`config.mk`:
```
export PLATFORM = sky130hd
export DESIGN_NAME = fft_result_mux
export DESIGN_NICKNAME = d
export VERILOG_FILES = /design/src/rtl/fft_result_mux_pkg.sv /design/src/rtl/fft_result_sel.sv /design/src/rtl/fft_result_mux.sv
export SDC_FILE = /design/constraint.sdc
export NUM_CORES = 1
export LEC_CHECK = 0
export ABC_AREA = 1
export BUFFER_PORTS_ARGS = -buffer_cell sky130_fd_sc_hd__buf_2
export CAP_MARGIN = 0
export CORE_UTILIZATION = 40
export CTS_CLUSTER_SIZE = 10
export DETAILED_ROUTE_END_ITERATION = 10
export PLACE_DENSITY_LB_ADDON = 0.3
export REMOVE_ABC_BUFFERS = 1
export SYNTH_ARGS = -nofsm -noshare
export SYNTH_HDL_FRONTEND = slang
export SYNTH_HIERARCHICAL = 1
export SYNTH_SLANG_ARGS = --single-unit
```
`constraint.sdc`:
```
create_clock -name clk_i -period 1.8 [get_ports clk_i]
set_clock_uncertainty 0.15 [all_clocks]
set_input_delay 0.18 -clock clk_i [delete_from_list [all_inputs] [get_ports clk_i]]
set_output_delay 0.18 -clock clk_i [all_outputs]
set_load 0.01 [all_outputs]
```
`src/rtl/fft_result_mux_pkg.sv`:
```
// ============================================================================
// Module      : fft_result_mux_pkg
// Description : Shared size codes, FFT lengths, error codes and FSM encoding
//               for the FFT result-return path.
// Revision    : 1.0 - initial release
// ============================================================================
`default_nettype none

package fft_result_mux_pkg;

    // Size codes, identical to those used by the start-side demux
    localparam logic [1:0] START_FFT8  = 2'b01;
    localparam logic [1:0] START_FFT16 = 2'b10;
    localparam logic [1:0] START_FFT32 = 2'b11;

    localparam logic HIGH = 1'b1;
    localparam logic LOW  = 1'b0;

    localparam int FFT_N8  = 8;
    localparam int FFT_N16 = 16;
    localparam int FFT_N32 = 32;

    localparam logic [1:0] ERR_NONE    = 2'b00;
    localparam logic [1:0] ERR_BAD_SEL = 2'b01;
    localparam logic [1:0] ERR_TIMEOUT = 2'b10;
    localparam logic [1:0] ERR_BUSY    = 2'b11;

    typedef enum logic [1:0] {
        ST_IDLE      = 2'd0,
        ST_WAIT_DONE = 2'd1,
        ST_FETCH     = 2'd2,
        ST_HOLD      = 2'd3
    } state_t;

    function automatic logic sel_valid(input logic [1:0] sel);
        return (sel == START_FFT8) || (sel == START_FFT16) || (sel == START_FFT32);
    endfunction

    // Index of the final bin (N-1) for a size code
    function automatic logic [4:0] last_index(input logic [1:0] sel);
        logic [4:0] idx;
        idx = 5'd0;
        case (sel)
            START_FFT8:  idx = 5'(FFT_N8 - 1);
            START_FFT16: idx = 5'(FFT_N16 - 1);
            START_FFT32: idx = 5'(FFT_N32 - 1);
            default:     idx = 5'd0;
        endcase
        return idx;
    endfunction

endpackage

`default_nettype wire

```
`src/rtl/fft_result_sel.sv`:
```
// ============================================================================
// Module      : fft_result_sel
// Description : Combinational 3:1 result-data mux keyed by the latched size code.
// Revision    : 1.0 - initial release
// ============================================================================
`default_nettype none

module fft_result_sel
    import fft_result_mux_pkg::*;
#(
    parameter int DATA_W = 32
) (
    input  logic [1:0]        sel,
    input  logic [DATA_W-1:0] data_fft8,
    input  logic [DATA_W-1:0] data_fft16,
    input  logic [DATA_W-1:0] data_fft32,
    output logic [DATA_W-1:0] data
);

    always_comb begin
        data = '0;
        case (sel)
            START_FFT8:  data = data_fft8;
            START_FFT16: data = data_fft16;
            START_FFT32: data = data_fft32;
            default:     data = '0;
        endcase
    end

endmodule

`default_nettype wire

```
`src/rtl/fft_result_mux.sv`:
```
// ============================================================================
// Module      : fft_result_mux
// Description : Waits for the selected FFT engine to finish, then reads its
//               result RAM bin by bin and streams the bins on a valid/ready port.
// Revision    : 1.0 - initial release
// ============================================================================
`default_nettype none

module fft_result_mux
    import fft_result_mux_pkg::*;
#(
    parameter int DATA_W      = 32,
    parameter int TIMEOUT_CYC = 1024
) (
    input  logic              clk_i,
    input  logic              rst_n_i,
    input  logic              start_i,
    input  logic [1:0]        fft_select_i,
    input  logic              done_fft8_i,
    input  logic              done_fft16_i,
    input  logic              done_fft32_i,
    output logic              rd_en_o,
    output logic [4:0]        rd_addr_o,
    input  logic [DATA_W-1:0] data_fft8_i,
    input  logic [DATA_W-1:0] data_fft16_i,
    input  logic [DATA_W-1:0] data_fft32_i,
    output logic [DATA_W-1:0] out_data_o,
    output logic [4:0]        out_index_o,
    output logic              out_valid_o,
    input  logic              out_ready_i,
    output logic              out_last_o,
    output logic              busy_o,
    output logic              done_o,
    output logic              err_o,
    output logic [1:0]        err_code_o
);

    localparam int               CNT_W    = $clog2(TIMEOUT_CYC);
    localparam logic [CNT_W-1:0] CNT_LAST = CNT_W'(TIMEOUT_CYC - 1);

    state_t            state;
    state_t            next_state;
    logic [1:0]        sel;
    logic [4:0]        last_idx;
    logic [4:0]        addr;
    logic [CNT_W-1:0]  cnt;
    logic              hold_first;
    logic [DATA_W-1:0] sel_data;
    logic [DATA_W-1:0] data_hold;
    logic              engine_done;
    logic              timeout_hit;
    logic              timeout_err;
    logic              busy_start;
    logic              handshake;
    logic              at_last;

    fft_result_sel #(
        .DATA_W (DATA_W)
    ) u_sel (
        .sel        (sel),
        .data_fft8  (data_fft8_i),
        .data_fft16 (data_fft16_i),
        .data_fft32 (data_fft32_i),
        .data       (sel_data)
    );

    always_comb begin
        engine_done = 1'b0;
        case (sel)
            START_FFT8:  engine_done = done_fft8_i;
            START_FFT16: engine_done = done_fft16_i;
            START_FFT32: engine_done = done_fft32_i;
            default:     engine_done = 1'b0;
        endcase
    end

    assign timeout_hit = (cnt == CNT_LAST);
    assign timeout_err = (state == ST_WAIT_DONE) && !engine_done && timeout_hit;
    assign busy_start  = start_i && (state != ST_IDLE);
    assign handshake   = (state == ST_HOLD) && out_valid_o && out_ready_i;
    assign at_last     = (addr == last_idx);

    always_ff @(posedge clk_i) begin
        if (!rst_n_i) begin
            state <= ST_IDLE;
        end else begin
            state <= next_state;
        end
    end

    always_comb begin
        next_state = state;
        case (state)
            ST_IDLE: begin
                if (start_i && sel_valid(fft_select_i)) begin
                    next_state = ST_WAIT_DONE;
                end
            end
            ST_WAIT_DONE: begin
                if (engine_done) begin
                    next_state = ST_FETCH;
                end else if (timeout_hit) begin
                    next_state = ST_IDLE;
                end
            end
            ST_FETCH: begin
                next_state = ST_HOLD;
            end
            ST_HOLD: begin
                if (handshake) begin
                    next_state = at_last ? ST_IDLE : ST_FETCH;
                end
            end
            default: next_state = ST_IDLE;
        endcase
    end

    always_ff @(posedge clk_i) begin
        if (!rst_n_i) begin
            sel         <= 2'b00;
            last_idx    <= 5'd0;
            addr        <= 5'd0;
            cnt         <= '0;
            hold_first  <= 1'b0;
            data_hold   <= '0;
            out_index_o <= 5'd0;
            out_valid_o <= 1'b0;
            out_last_o  <= 1'b0;
            done_o      <= 1'b0;
            err_o       <= 1'b0;
            err_code_o  <= ERR_NONE;
        end else begin
            done_o     <= 1'b0;
            err_o      <= 1'b0;
            hold_first <= 1'b0;

            case (state)
                ST_IDLE: begin
                    if (start_i) begin
                        if (sel_valid(fft_select_i)) begin
                            sel      <= fft_select_i;
                            last_idx <= last_index(fft_select_i);
                            cnt      <= '0;
                        end else begin
                            err_o      <= 1'b1;
                            err_code_o <= ERR_BAD_SEL;
                        end
                    end
                end
                ST_WAIT_DONE: begin
                    cnt <= cnt + 1'b1;
                    if (engine_done) begin
                        addr <= 5'd0;
                    end
                end
                ST_FETCH: begin
                    out_valid_o <= 1'b1;
                    out_index_o <= addr;
                    out_last_o  <= at_last;
                    hold_first  <= 1'b1;
                end
                ST_HOLD: begin
                    // RAM data lands in the first HOLD cycle; freeze it for any stall
                    if (hold_first) begin
                        data_hold <= sel_data;
                    end
                    if (handshake) begin
                        out_valid_o <= 1'b0;
                        out_last_o  <= 1'b0;
                        if (at_last) begin
                            done_o <= 1'b1;
                        end else begin
                            addr <= addr + 5'd1;
                        end
                    end
                end
                default: ;
            endcase

            if (timeout_err) begin
                err_o      <= 1'b1;
                err_code_o <= ERR_TIMEOUT;
            end else if (busy_start) begin
                err_o      <= 1'b1;
                err_code_o <= ERR_BUSY;
            end
        end
    end

    assign rd_en_o    = (state == ST_FETCH);
    assign rd_addr_o  = addr;
    assign busy_o     = (state != ST_IDLE);
    assign out_data_o = hold_first ? sel_data : data_hold;

endmodule

`default_nettype wire
```
==> impl_metrics.env <==
export IMPL_routed_wl_um=12400
export IMPL_core_area_sq_um=9860
export IMPL_postSynthAreaPerCell_sq_um=6.59
export IMPL_final_common_cell="buf_2"
export IMPL_antenna_left=0
export IMPL_nNetsFinal=888
export IMPL_synthSimpleGateAreaFrac_pct=32.5
export IMPL_synth_top_family_by_area="simple AND/OR/NAND/NOR gates"
export IMPL_path_max_fanout=12
export IMPL_grtUsageMet1_pct=24.1
export IMPL_pwr_share_comb_pct=17.9
export IMPL_most_common_layout_cells="143 x buf_2, 115 x nand3_1, 87 x nand2_1"
export IMPL_firstDrtPassIters=8
export IMPL_area_growth_pct=39.0
export IMPL_crit_required_ps=1470
export IMPL_wire_per_inst_um=13.5
export IMPL_yosysWarnings=6
export IMPL_synthCells=624
export IMPL_grt_pass1_vias=4252
export IMPL_switching_share_pct=27.3
export IMPL_grt_max_degree=55
export IMPL_finalSetupViolCount=32
export IMPL_cts_buffers=9
export IMPL_final_layout_size_suffix_gt1_share_pct=36.9
export IMPL_finalCritPeriodShare_pct=107
export IMPL_startpoint_type="flip-flop"
export IMPL_final_max_slew_viol_count=0
export IMPL_post_dp_hpwl_um=8220
export IMPL_die_area_sq_um=10700
export IMPL_rsz0062_at_grt="true"
export IMPL_internal_power_mw=2.71
export IMPL_ys_ff_latch=66
export IMPL_vias=4770
export IMPL_place_congestion=0.876
export IMPL_io_pins=155
export IMPL_cts_sinks=66
export IMPL_grt_ovfl_total=0
export IMPL_ys_types=35
export IMPL_failed_checks="setup timing"
export IMPL_drt_vias_per_instance=5.18
export IMPL_io_buffer_count=154
export IMPL_p_switching_mw=1.02
export IMPL_clock_fmax_mhz=519
export IMPL_die_x_um=103
export IMPL_ys_seq_area_share_pct=32.1
export IMPL_hold_viol_final=0
export IMPL_cts_root_buf="clkbuf_8"
export IMPL_status="finished with violations"
export IMPL_clkPwrFrac_pct=41.3
export IMPL_placed_area_sq_um=4880
export IMPL_cts_htree_levels=3
export IMPL_synth_xor_area_share_pct=0.426
export IMPL_layout_setup_ws_ps=-126
export IMPL_drt_iter0_markers=247
export IMPL_grtUsageTotal_pct=21.5
export IMPL_grt_pass1_wl_um=18000
export IMPL_slew_headroom_pct=56.1
export IMPL_fin_crit_ps=1930
export IMPL_clk_latency_ps=340
export IMPL_timing_hold_ws_ps=20.0
export IMPL_hold_path_class="primary input to flip-flop"
export IMPL_synthMuxAreaShare_pct=0
export IMPL_drc=0
export IMPL_placementRows=36
export IMPL_cts_buffer_depth=2
export IMPL_die_y_um=103
export IMPL_grt_util_met3_pct=3.56
export IMPL_antenna_found_initial=1
export IMPL_final_cell_area_sq_um=5710
export IMPL_cts_tree="yes"
export IMPL_synth_fa_ha_area_share_pct=0.609
export IMPL_maxCapViolCount=0
export IMPL_crit_type="flip-flop to output pin"
export IMPL_powerDensity_nw_per_um2=653
export IMPL_initial_core_util_pct=41.7
export IMPL_clkTransAtPathRegs_ps=80
export IMPL_synth_compound_area_share_pct=17.4
export IMPL_grt_busiest_layer="met2"
export IMPL_critical_path_arrival_ps=1600
export IMPL_tightestPinTransition_ps=658
export IMPL_p_leak_nw=2.80
export IMPL_grt_util_met2_pct=39.1
export IMPL_endpoint_kind="output pin"
export IMPL_syn_area_sq_um=4110
export IMPL_seq_power_share_pct=40.8
export IMPL_ir_drop_mv=0.353
cell usage after synthesis, drive strengths merged:
master / count / area (sq um)
a211oi: 2 / 20.0
clkinv: 1 / 8.76
ha: 2 / 25.0
clkbuf: 14 / 82.6
buf: 29 / 263
o21ai: 77 / 385
o211a: 1 / 10.0
or2: 1 / 6.26
nand3b: 2 / 15.0
o31ai: 1 / 7.51
nor3b: 1 / 7.51
a21oi: 55 / 279
nor2: 36 / 153
dfxtp: 66 / 1320
xor2: 2 / 17.5
nor3: 1 / 5.00
inv: 91 / 342
nand4: 4 / 40.0
nand2: 91 / 367
nand3: 145 / 743
a31oi: 2 / 12.5
cell families (layout without fill, tap and decap cells):
logic type / after synthesis / after routing
and+or+nand+nor: 281 / 281
AOI/OAI and AO/OA: 138 / 138
other: 0 / 1
xor gates and xnor gates: 2 / 2
buffers and inverters: 135 / 297
DFF: 66 / 66
adders and majority gates: 2 / 2
per-stage QoR:
step	util (%)	std cells	TNS (ps)	total power, mW	setup slack (ps)
after floorplan	-	581	-86630	1.83	-1300
after global placement	49.5	885	0	2.09	251
after detailed placement	49.5	885	0	2.11	196
after CTS	55.7	914	-2150	3.73	-92.5
after global routing	57.9	920	-4650	3.90	-192
final	57.9	920	-1550	3.73	-126
layer usage:
| layer | wire, um | up-vias |
|---|---|---|
| met5 | 0 | - |
| li1 | - | 2388 |
| met2 | 6180 | 181 |
| met4 | 264 | 0 |
| met3 | 795 | 23 |
| met1 | 5210 | 2178 |
power groups by stage:
| stage | sequential, mW | clock, mW | combinational [mW] |
|---|---|---|---|
| floorplan | 1.59 | 0 | 0.245 |
| global placement | 1.55 | 0 | 0.547 |
| detailed placement | 1.55 | 0 | 0.562 |
| CTS | 1.52 | 1.58 | 0.626 |
| global route | 1.53 | 1.64 | 0.733 |
| finish | 1.52 | 1.54 | 0.667 |
area by class of cell:
cell class	count	area (sq um)
antenna	1	2.50
clock buffer	9	124
clock inverter	7	124
fill	911	4150
inverter	92	358
multi-input combinational	423	2340
sequential	66	1330
tap	133	166
timing repair buffer	189	1260
registers in the layout (all words and copies together) (netlist names):
register / count
out_index_o: 5
last_idx: 3
err_o: 1
state: 2
out_last_o: 1
data_hold: 32
done_o: 1
sel: 2
hold_first: 1
err_code_o: 2
rd_addr_o: 5
out_valid_o: 1
cnt: 10
path summary, 6_finish.rpt:
path / start / end / slack, ps / cells after the start
setup / recovery: sel[0] / out_data_o[19] / -130 / 9
hold / removal: start_i / err_o / 20 / 3
setup reg to reg: state[1] / last_idx[4] / 90 / 6
hold reg to reg: last_idx[2] / last_idx[2] / 330 / 2
worst max-delay path, cell delays in order (launching register included):
cell and delay (ps):
dfxtp_4 450, inv_8 70, buf_12 150, nand3_1 90, nand3_1 110, inv_1 70
nand2_1 50, o21ai_2 70, inv_1 60, buf_2 140
repair_timing:
action | CTS | global route
hold endpoints to repair | 2 | 0
endpoints found under the setup margin | 33 | 34
gates cloned | 3 | 1
buffers inserted | 8 | 4
gates resized for setup | 72 | 49
pin swaps | 2 | 7
hold buffers | 2 | 0
(Power assumes the default switching activity.)
